[config.mk]
export PLATFORM = sky130hd
export DESIGN_NAME = lif_neuron_bank
export DESIGN_NICKNAME = d
export VERILOG_FILES = /design/src/rtl/lif_pkg.sv /design/src/rtl/lif_channel.sv /design/src/rtl/lif_neuron_bank.sv
export SDC_FILE = /design/constraint.sdc
export NUM_CORES = 1
export LEC_CHECK = 0
export CELL_PAD_IN_SITES_DETAIL_PLACEMENT = 0
export CELL_PAD_IN_SITES_GLOBAL_PLACEMENT = 2
export CORE_ASPECT_RATIO = 0.6
export CORE_UTILIZATION = 40
export CTS_CLUSTER_DIAMETER = 50
export DETAILED_ROUTE_END_ITERATION = 12
export PLACE_DENSITY_LB_ADDON = 0.08
export SYNTH_ARGS = -nofsm -noshare
export SYNTH_HDL_FRONTEND = slang
export SYNTH_HIERARCHICAL = 1
export SYNTH_SLANG_ARGS = --single-unit
[constraint.sdc]
create_clock -name clk -period 10.6 [get_ports clk]
set_input_delay 2.12 -clock clk [delete_from_list [all_inputs] [get_ports clk]]
set_output_delay 2.12 -clock clk [all_outputs]
set_load 0.02 [all_outputs]
[src/rtl/lif_pkg.sv]
`default_nettype none
// ============================================================================
//  Module      : lif_pkg
//  Description : Shared constants, default parameters and saturating add for
//                the LIF neuron bank.
//  Revision    : 1.0 - initial release
// ============================================================================
package lif_pkg;

    localparam logic LIF_MODE_ZERO = 1'b0;
    localparam logic LIF_MODE_SUB  = 1'b1;

    localparam int c_DEF_CHANNELS   = 4;
    localparam int c_DEF_IN_W       = 6;
    localparam int c_DEF_STATE_W    = 8;
    localparam int c_DEF_LEAK_SHIFT = 1;
    localparam int c_DEF_REFRAC_W   = 3;
    localparam int c_DEF_THRESHOLD  = 32;
    localparam int c_DEF_CNT_W      = 16;

    // Unsigned add clamped to 2^w-1; w must be at most 32.
    function automatic logic [31:0] sat_add(input logic [31:0] a,
                                            input logic [31:0] b,
                                            input int unsigned w);
        logic [32:0] s;
        logic [32:0] lim;
        s   = {1'b0, a} + {1'b0, b};
        lim = (33'd1 << w) - 33'd1;
        return (s > lim) ? lim[31:0] : s[31:0];
    endfunction

endpackage
`default_nettype wire

[src/rtl/lif_channel.sv]
`default_nettype none
// ============================================================================
//  Module      : lif_channel
//  Description : One leaky integrate-and-fire neuron with refractory counter.
//  Revision    : 1.0 - initial release
// ============================================================================
module lif_channel
    import lif_pkg::*;
#(
    parameter int IN_W       = c_DEF_IN_W,
    parameter int STATE_W    = c_DEF_STATE_W,
    parameter int LEAK_SHIFT = c_DEF_LEAK_SHIFT,
    parameter int REFRAC_W   = c_DEF_REFRAC_W
) (
    input  logic                clk,
    input  logic                reset,
    input  logic                step,
    input  logic [IN_W-1:0]     in_current,
    input  logic [STATE_W-1:0]  threshold,
    input  logic [REFRAC_W-1:0] refractory,
    input  logic                mode,
    output logic                fire,
    output logic                spike,
    output logic [STATE_W-1:0]  state
);

    localparam logic [REFRAC_W-1:0] c_RCNT_ONE = REFRAC_W'(1);

    logic [STATE_W-1:0]  r_state;
    logic [REFRAC_W-1:0] r_rcnt;
    logic                r_spike;
    logic [STATE_W-1:0]  w_leaked;
    logic [STATE_W-1:0]  w_sum;
    logic                w_fire;

    assign w_leaked = r_state - (r_state >> LEAK_SHIFT);
    assign w_sum    = STATE_W'(sat_add(32'(w_leaked), 32'(in_current), STATE_W));
    // Only a real, non-refractory step can fire; this also feeds the bank counter.
    assign w_fire   = step && (r_rcnt == '0) && (threshold != '0) && (w_sum >= threshold);

    always_ff @(posedge clk or posedge reset) begin
        if (reset) begin
            r_state <= '0;
            r_rcnt  <= '0;
            r_spike <= 1'b0;
        end else if (!step) begin
            r_spike <= 1'b0;
        end else if (r_rcnt != '0) begin
            r_rcnt  <= r_rcnt - c_RCNT_ONE;
            r_state <= '0;
            r_spike <= 1'b0;
        end else if (w_fire) begin
            r_spike <= 1'b1;
            r_state <= (mode == LIF_MODE_SUB) ? (w_sum - threshold) : '0;
            r_rcnt  <= refractory;
        end else begin
            r_spike <= 1'b0;
            r_state <= w_sum;
        end
    end

    assign fire  = w_fire;
    assign spike = r_spike;
    assign state = r_state;

endmodule
`default_nettype wire

[src/rtl/lif_neuron_bank.sv]
`default_nettype none
// ============================================================================
//  Module      : lif_neuron_bank
//  Description : Bank of CHANNELS LIF neurons with shared configuration,
//                state readout mux and saturating aggregate spike counter.
//  Revision    : 1.0 - initial release
// ============================================================================
module lif_neuron_bank
    import lif_pkg::*;
#(
    parameter int CHANNELS      = c_DEF_CHANNELS,
    parameter int IN_W          = c_DEF_IN_W,
    parameter int STATE_W       = c_DEF_STATE_W,
    parameter int LEAK_SHIFT    = c_DEF_LEAK_SHIFT,
    parameter int REFRAC_W      = c_DEF_REFRAC_W,
    parameter int DEF_THRESHOLD = c_DEF_THRESHOLD,
    parameter int CNT_W         = c_DEF_CNT_W,
    localparam int SEL_W        = (CHANNELS > 1) ? $clog2(CHANNELS) : 1
) (
    input  logic                     clk,
    input  logic                     reset,
    input  logic                     step,
    input  logic [CHANNELS*IN_W-1:0] in_current,
    input  logic                     cfg_we,
    input  logic [STATE_W-1:0]       cfg_threshold,
    input  logic [REFRAC_W-1:0]      cfg_refractory,
    input  logic                     cfg_mode,
    input  logic                     count_clr,
    input  logic [SEL_W-1:0]         state_sel,
    output logic [CHANNELS-1:0]      spike,
    output logic [STATE_W-1:0]       state_out,
    output logic [CNT_W-1:0]         spike_count
);

    logic [STATE_W-1:0]  r_threshold;
    logic [REFRAC_W-1:0] r_refractory;
    logic                r_mode;
    logic [CNT_W-1:0]    r_count;

    logic [CHANNELS-1:0] w_fire;
    logic [STATE_W-1:0]  w_state [CHANNELS];
    logic [31:0]         w_pop;
    logic [CNT_W-1:0]    w_base;
    logic [STATE_W-1:0]  w_state_out;

    // Config registers update at the edge, so a coincident step sees the old values.
    always_ff @(posedge clk or posedge reset) begin
        if (reset) begin
            r_threshold  <= STATE_W'(DEF_THRESHOLD);
            r_refractory <= '0;
            r_mode       <= LIF_MODE_ZERO;
        end else if (cfg_we) begin
            r_threshold  <= cfg_threshold;
            r_refractory <= cfg_refractory;
            r_mode       <= cfg_mode;
        end
    end

    genvar g;
    generate
        for (g = 0; g < CHANNELS; g++) begin : g_channel
            lif_channel #(
                .IN_W       (IN_W),
                .STATE_W    (STATE_W),
                .LEAK_SHIFT (LEAK_SHIFT),
                .REFRAC_W   (REFRAC_W)
            ) u_channel (
                .clk        (clk),
                .reset      (reset),
                .step       (step),
                .in_current (in_current[g*IN_W +: IN_W]),
                .threshold  (r_threshold),
                .refractory (r_refractory),
                .mode       (r_mode),
                .fire       (w_fire[g]),
                .spike      (spike[g]),
                .state      (w_state[g])
            );
        end
    endgenerate

    always_comb begin
        w_pop = '0;
        for (int c = 0; c < CHANNELS; c++) begin
            w_pop = w_pop + 32'(w_fire[c]);
        end
    end

    // Clear-then-add: a coincident clear and step leaves only this step's spikes.
    assign w_base = count_clr ? '0 : r_count;

    always_ff @(posedge clk or posedge reset) begin
        if (reset) begin
            r_count <= '0;
        end else begin
            r_count <= CNT_W'(sat_add(32'(w_base), w_pop, CNT_W));
        end
    end

    always_comb begin
        w_state_out = '0;
        if (32'(state_sel) < CHANNELS) begin
            w_state_out = w_state[state_sel];
        end
    end

    assign state_out   = w_state_out;
    assign spike_count = r_count;

endmodule
`default_nettype wire
==> run summary, run 1 <==
FINAL LAYOUT
--------------------------------------------------------------------------------
Number of filler instances in the final layout ....................         1977
Net count, final ..................................................         1228
Inserted Diodes ...................................................            0
Top library cells by usage in the layout, fill and taps aside ..... sky130_fd_sc_hd__inv_1, sky130_fd_sc_hd__ha_1, sky130_fd_sc_hd__dfrtp_1
Commonest non-fill, non-tap cell in the layout .................... sky130_fd_sc_hd__inv_1
Layout cells sized above 1 ........................................       0.0721
Area growth from synthesis to final layout ........................        15.6%

SYNTH
--------------------------------------------------------------------------------
Compound-gate portion of the synthesized area .....................        0.252
Part of the Yosys area used for sequential elements ...............        0.223
Share of the synthesized netlist area taken by xor and xnor gates .       0.0410
Count of yosys warnings during synthesis ..........................            6
Synth cell types ..................................................           90
Simple-gate share of the synthesized area .........................        0.199
Number of synthesized flops with an enable pin ....................            0
Post-Synthesis Cell Area ..........................................  0.00855 mm²
Fraction of the mapped netlist area in adder cells ................        0.171
Post-synth ARST share .............................................         1.00
Syn_area_per_cell .................................................     8.49 µm²
Primary flip-flop cell chosen by synthesis mapping ................ sky130_fd_sc_hd__dfrtp_1
#FFs+latches synth ................................................           76
Dominant combinational cell family by area after synthesis ........ compound AO/OA/AOI/OAI gates
Total nets after synthesis ........................................         1157
Post-Synthesis Cells ..............................................         1006
Multiplexer share of the synthesized area .........................       0.0464

DIE
--------------------------------------------------------------------------------
Die area ..........................................................   0.0220 mm²
Chip Width ........................................................       191 µm
Height of the chip ................................................       115 µm
IO Count ..........................................................           71
Starting density of the core ......................................        0.417
Core outline area .................................................   0.0205 mm²
Cell row count ....................................................           40

SETUP PATH
--------------------------------------------------------------------------------
Cells along the critical path ..................................... clkdlybuf4s50_1 > ha_1 > inv_1 > fa_1 > nor2b_1 > o31a_1 > o21ai_0 > a221oi_4 > nor2b_1 > inv_1 > ha_1 > o21ai_0 > a21oi_1 > o31ai_1 > a21o_1 > inv_1 > fa_1 > inv_1 > fa_1 > fa_1 > nor3_4 > nand4_2 > o311ai_0
Flop2flop setup slack .............................................      3.15 ns
Worst Setup End Kind ..............................................         flop
Critical register-to-register path startpoint ..................... g_channel[3].u_channel/state[1]$_DFFE_PP0P_
Worst-path cell with the longest stage delay ...................... sky130_fd_sc_hd__fa_1
Required time of the critical path ................................     10.84 ns
Arrival time worst endpoint .......................................      8.61 ns
Setup Crit Path Kind ..............................................    in -> reg
Crit path max-delay family ........................................  adder cells
Critical R2R Capture .............................................. spike_count[9]$_DFF_PP0_
Critical Path Max Stage Delay .....................................      0.56 ns
Nature of the critical path startpoint ............................ primary input
CP Max Fanout .....................................................           14
Number of cell instances on the worst register-to-register path ...           25
Buffers plus inverters on the worst setup path ....................            5

STA
--------------------------------------------------------------------------------
Shortest period the worst path allows .............................      8.36 ns
Final Hold Fails ..................................................            0
Relative slew slack ...............................................        0.523
Tightest Pin Transition ...........................................     0.704 ns
Setup_tns .........................................................         0 ns
Crit share post-route .............................................        0.789
Max Clock Freq ....................................................      120 MHz
Final setup fails .................................................            0
Skew final ........................................................    0.0112 ns
RSZ-0062 raised after global routing ..............................           no
Number of max-slew violations in the final report .................            0

PLACEMENT
--------------------------------------------------------------------------------
Number of buffers added on ports ..................................           70
Half-perimeter wire length after detailed placement ...............     20500 µm
Final weighted congestion in routability-driven placement .........        0.840

DETAILED ROUTING
--------------------------------------------------------------------------------
Vias per cell .....................................................         5.64
Initial DRC Count .................................................          647
Vias after detailed routing .......................................         7643
WL final ..........................................................     25600 µm
Total DRC errors in the routed layout .............................            0
Routed wire per std cell ..........................................      18.9 µm
Antenna-violating nets left .......................................            0
First-pass DRT Iterations .........................................            5

CLOCKING
--------------------------------------------------------------------------------
Number of buffers inserted during clock tree synthesis ............            9
H-tree depth ......................................................            3
Clock insertion delay at the later pin of the skew report .........      0.36 ns
TritonCTS sink count ..............................................           76
Maximum buffer depth of the clock tree ............................            2
Reg clk slew, reported paths ......................................      0.06 ns
Post-CTS Repair Setup Buffers .....................................            0
TritonCTS clock tree ..............................................          yes
Clock Root Buffer ................................................. sky130_fd_sc_hd__clkbuf_16
Number of buffers inserted by hold repair at cts ..................            0
Post-cts gate resize count ........................................            0

WORST HOLD PATH
--------------------------------------------------------------------------------
Hold/Removal Path Class ...........................................   reg -> reg
Hold Path End ..................................................... g_channel[3].u_channel/r_rcnt[0]$_DFFE_PP0P_
Hold Crit Start ................................................... g_channel[3].u_channel/r_rcnt[0]$_DFFE_PP0P_
Hold Crit Depth ...................................................            1

GLOBAL ROUTE
--------------------------------------------------------------------------------
Wire length of the first global-routing pass ......................     40700 µm
Maximum number of pins on one net before global-route repair ......           56
GR Util All Layers ................................................        0.242
Number of antenna violations at the first check in global routing .            0
Via count of the first global-routing pass ........................         6981
Remaining Overflow, GRT ...........................................            0

RUN
--------------------------------------------------------------------------------
Max-cap violation count ...........................................            0

RUN STATUS
--------------------------------------------------------------------------------
Status ............................................................ finished, final reports clean

==> synth_stat cells (all sizes together), types with 6 or more instances <==
cell	count	area share
o211ai	19	0.019
o221ai	17	0.018
a21o	17	0.015
mux2	13	0.017
nand3	23	0.013
o311ai	7	0.0081
o22ai	8	0.0059
nand2	59	0.026
a21oi	52	0.030
a21boi	7	0.0061
xnor2	26	0.027
mux4	8	0.021
o2111ai	6	0.0061
a211oi	18	0.017
nand2b	22	0.016
nor3b	7	0.0061
nor2	63	0.028
ha	93	0.14
nor2b	43	0.032
o21a	23	0.020
a221oi	6	0.010
and2	8	0.0064
or4	11	0.011
mux2i	7	0.0082
dfrtp	75	0.22
a211o	6	0.0061
o31a	8	0.0082
fa	15	0.035
nor3	19	0.012
buf	11	0.0073
a31oi	6	0.0044
xor2	14	0.014
o31ai	11	0.010
nor4	13	0.010
nand4	12	0.0095
o21ai	55	0.034
inv	132	0.058
==> worst max path at each step <==
stage	start	endpoint	slack, ns	cells past startpoint
2_1_floorplan	in_current[18]	spike_count[13]$_DFF_PP0_	3.36	24
3_3_place_gp	in_current[18]	spike_count[9]$_DFF_PP0_	2.10	23
3_5_place_dp	in_current[18]	spike_count[12]$_DFF_PP0_	1.92	23
4_1_cts	in_current[18]	spike_count[12]$_DFF_PP0_	2.26	23
5_1_grt	in_current[18]	spike_count[12]$_DFF_PP0_	1.70	23
6_report	in_current[18]	spike_count[9]$_DFF_PP0_	2.24	23
==> layout make-up <==
class | count | area (µm²) | area share
Sequential cell | 76 | 1900 | 0.193
Timing Repair Buffer | 75 | 733 | 0.0742
Inverter | 132 | 495 | 0.0502
Clock buffer | 12 | 236 | 0.0239
Multi-Input combinational cell | 783 | 6070 | 0.614
Tap cell | 273 | 342 | 0.0346
Clock inverter | 4 | 97.6 | 0.00988
==> kinds of logic (layout without fill, tap and decap cells) <==
logic type               Yosys count  in the layout
multiplexers                      28             28
AO/OA/AOI/OAI                    295            295
AND/OR/NAND/NOR                  312            312
adder cells (fa/ha/maj)          108            108
flip-flops                        76             76
XOR/XNOR                          40             40
buffers and inverters            147            223
==> sequential cells by signal (all words and copies together) (netlist names) <==
register / cells
g_channel.u_channel/state: 32
spike_count: 16
g_channel.u_channel/r_rcnt: 12
r_threshold: 8
g_channel.u_channel/spike: 4
r_refractory: 3
r_mode: 1
==> per-layer routing <==
metal / track usage / share of wire / vias up
li1: - / - / 3850
met1: 0.404 / 0.57 / 3572
met2: 0.306 / 0.36 / 202
met3: 0.0513 / 0.063 / 19
met4: 0.0405 / 0.010 / 0
met5: 0 / 0 / -
==> per-stage QoR <==
step	cells	hold WS, ns	cell area [µm²]	worst slack [ns]	util
2_1_floorplan	1006	0.456	8550	3.36	-
3_3_place_gp	1339	0.472	9540	2.10	0.466
3_5_place_dp	1339	0.478	9540	1.92	0.466
4_1_cts	1355	0.491	9880	2.26	0.482
5_1_grt	1355	0.510	9880	1.70	0.482
6_report	1355	0.489	9880	2.24	0.482
Power of run 1 is left out: the tool's default activity adds up to more than one toggle a clock period on the data nets, which glitch-free logic cannot reach.
==> inputs of run 2 (changes only) <==
Settings changed: CORE_UTILIZATION 40 to 37.
Clock period 10.6 ns to 8.3 ns, I/O delays scaled along.
==> run summary, run 2 (synthesis results as in run 1) <==
RUN STATUS
--------------------------------------------------------------------------------
Status ............................................................ finished, final reports clean

SETUP PATH
--------------------------------------------------------------------------------
Worst Setup End Kind ..............................................         flop
Nature of the critical path startpoint ............................ primary input
Critical Path Max Stage Delay .....................................      0.53 ns   -0.03 ns
CP Max Fanout .....................................................           11   -3
Flop2flop setup slack .............................................      1.15 ns   -2.00 ns
Buffers plus inverters on the worst setup path ....................            6   +1
Crit path max-delay family ........................................  adder cells
Cells along the critical path ..................................... clkdlybuf4s50_1 > ha_1 > inv_1 > fa_1 > nor2b_1 > o31a_1 > o21ai_0 > a221oi_4 > nor2b_1 > inv_1 > ha_1 > o21ai_0 > a21oi_1 > o31ai_1 > a21o_1 > inv_1 > fa_1 > inv_1 > fa_1 > fa_1 > nor3_4 > nand4_2 > buf_4 > o21ai_0
Arrival time worst endpoint .......................................      7.83 ns   -0.78 ns
Required time of the critical path ................................      8.56 ns   -2.28 ns
Worst-path cell with the longest stage delay ...................... sky130_fd_sc_hd__fa_1
Setup Crit Path Kind ..............................................    in -> reg

GLOBAL ROUTE
--------------------------------------------------------------------------------
M2 GR Usage .......................................................        0.283   -0.0233
GR Util All Layers ................................................        0.234   -0.00888
Number of antenna violations at the first check in global routing .            0   unchanged
Remaining Overflow, GRT ...........................................            0   unchanged
Via count of the first global-routing pass ........................         7103   +1.7%
Wire length of the first global-routing pass ......................     42100 µm   +3.5%
Most Crowded Layer GR .............................................         met1
Met1 capacity usage during global routing .........................        0.409   +0.00489
Maximum number of pins on one net before global-route repair ......           32   -43%
Met3 track utilization from global routing ........................       0.0399   -0.0114

PLACEMENT
--------------------------------------------------------------------------------
Final weighted congestion in routability-driven placement .........        0.868   +3.4%
Number of buffers added on ports ..................................           70   unchanged
Half-perimeter wire length after detailed placement ...............     21500 µm   +4.9%

DIE
--------------------------------------------------------------------------------
Chip Width ........................................................       198 µm   +3.9%
Starting density of the core ......................................        0.383   -0.0348
Cell row count ....................................................           42   +5.0%
Core outline area .................................................   0.0223 mm²   +9.1%
Height of the chip ................................................       120 µm   +3.9%
IO Count ..........................................................           71   unchanged
Die area ..........................................................   0.0237 mm²   +8.0%

CLOCKING
--------------------------------------------------------------------------------
Post-CTS Repair Setup Buffers .....................................            0   unchanged
TritonCTS clock tree ..............................................          yes
Number of buffers inserted during clock tree synthesis ............            9   unchanged
Clock Root Buffer ................................................. sky130_fd_sc_hd__clkbuf_16
Number of buffers inserted by hold repair at cts ..................            0   unchanged
TritonCTS sink count ..............................................           76   unchanged
Maximum buffer depth of the clock tree ............................            2   unchanged
H-tree depth ......................................................            3   unchanged
Reg clk slew, reported paths ......................................      0.06 ns   about the same
Post-cts gate resize count ........................................            0   unchanged
Clock insertion delay at the later pin of the skew report .........      0.35 ns   about the same

STA
--------------------------------------------------------------------------------
Crit share post-route .............................................        0.912
Skew final ........................................................   0.00591 ns   -0.00528 ns
Final setup fails .................................................            0   unchanged
RSZ-0062 raised after global routing ..............................           no
Number of max-slew violations in the final report .................            0   unchanged
Shortest period the worst path allows .............................      7.57 ns
Final Hold Fails ..................................................            0   unchanged
Tightest Pin Transition ...........................................     0.719 ns   +0.0153 ns
Setup_tns .........................................................         0 ns   unchanged
Max Clock Freq ....................................................      132 MHz
Relative slew slack ...............................................        0.520   -0.00281

FINAL LAYOUT
--------------------------------------------------------------------------------
Layout cells sized above 1 ........................................       0.0783   +0.00618
Commonest non-fill, non-tap cell in the layout .................... sky130_fd_sc_hd__inv_1
Top library cells by usage in the layout, fill and taps aside ..... sky130_fd_sc_hd__inv_1, sky130_fd_sc_hd__ha_1, sky130_fd_sc_hd__dfrtp_1
Largest register FFs ..............................................           32   unchanged
Net count, final ..................................................         1232   +0.33%
Number of filler instances in the final layout ....................         2245   +14%
Area growth from synthesis to final layout ........................        16.5%
Inserted Diodes ...................................................            0   unchanged

DETAILED ROUTING
--------------------------------------------------------------------------------
Routed wire per std cell ..........................................      19.0 µm   +0.84%
Initial DRC Count .................................................          622   -3.9%
Vias after detailed routing .......................................         7649   +0.079%
Vias per cell .....................................................         5.49   -2.7%
WL final ..........................................................     26500 µm   +3.7%
Antenna-violating nets left .......................................            0   unchanged
First-pass DRT Iterations .........................................            5   unchanged
Total DRC errors in the routed layout .............................            0   unchanged

RUN
--------------------------------------------------------------------------------
Max-cap violation count ...........................................            0   unchanged

WORST HOLD PATH
--------------------------------------------------------------------------------
Hold/Removal Path Class ...........................................   reg -> reg

==> run 2: final cells by class <==
type                    count  area (µm²)  area share
flip-flops and latches     76        1900       0.191
clock buffers               9         225      0.0226
clock inverters             7         115      0.0116
repair buffers             79         763      0.0767
multi-input cells         783        6070       0.610
well taps                 308         385      0.0387
inverters                 132         495      0.0498
==> run 2: per-layer routing <==
| layer | up-vias | wire (µm) |
|---|---|---|
| li1 | 3870 | - |
| met3 | 14 | 1270 |
| met4 | 0 | 143 |
| met1 | 3593 | 15700 |
| met5 | - | 0 |
| met2 | 172 | 9410 |
==> run 2: worst register-to-register path: cells and delay by family (launching register included) <==
| family | cells | cell delay [ns] |
|---|---|---|
| adders and majority gates | 7 | 2.76 |
| and+or+nand+nor | 4 | 0.94 |
| AOI/OAI and AO/OA | 11 | 2.37 |
| DFF | 1 | 0.47 |
| buffers and inverters | 4 | 0.53 |
==> run 2: final timing paths <==
kind,start,endpoint,depth (start not counted)
worst min-delay path,g_channel[0].u_channel/r_rcnt[0]$_DFFE_PP0P_,g_channel[0].u_channel/r_rcnt[0]$_DFFE_PP0P_,1
worst min register to register,g_channel[0].u_channel/r_rcnt[0]$_DFFE_PP0P_,g_channel[0].u_channel/r_rcnt[0]$_DFFE_PP0P_,1
worst max register to register,g_channel[3].u_channel/state[1]$_DFFE_PP0P_,spike_count[3]$_DFF_PP0_,26
min in group asynchronous,reset,g_channel[0].u_channel/r_rcnt[1]$_DFFE_PP0P_,2
max in group asynchronous,reset,r_threshold[5]$_DFFE_PP1P_,3
worst max-delay path,in_current[18],spike_count[3]$_DFF_PP0_,24
==> run 2: metrics by stage <==
step                      hold WS [ns]  cell area, µm²  utilization  setup WS [ns]  std cells
after floorplan                  0.456            8550            -           1.52       1006
after global placement           0.477            9620        0.431          0.549       1378
after detailed placement         0.478            9620        0.431          0.434       1378
after CTS                        0.491            9960        0.446          0.765       1394
after global routing             0.501            9960        0.446          0.264       1394
final                            0.488            9960        0.446          0.728       1394
Power of run 2 is left out for the same reason.
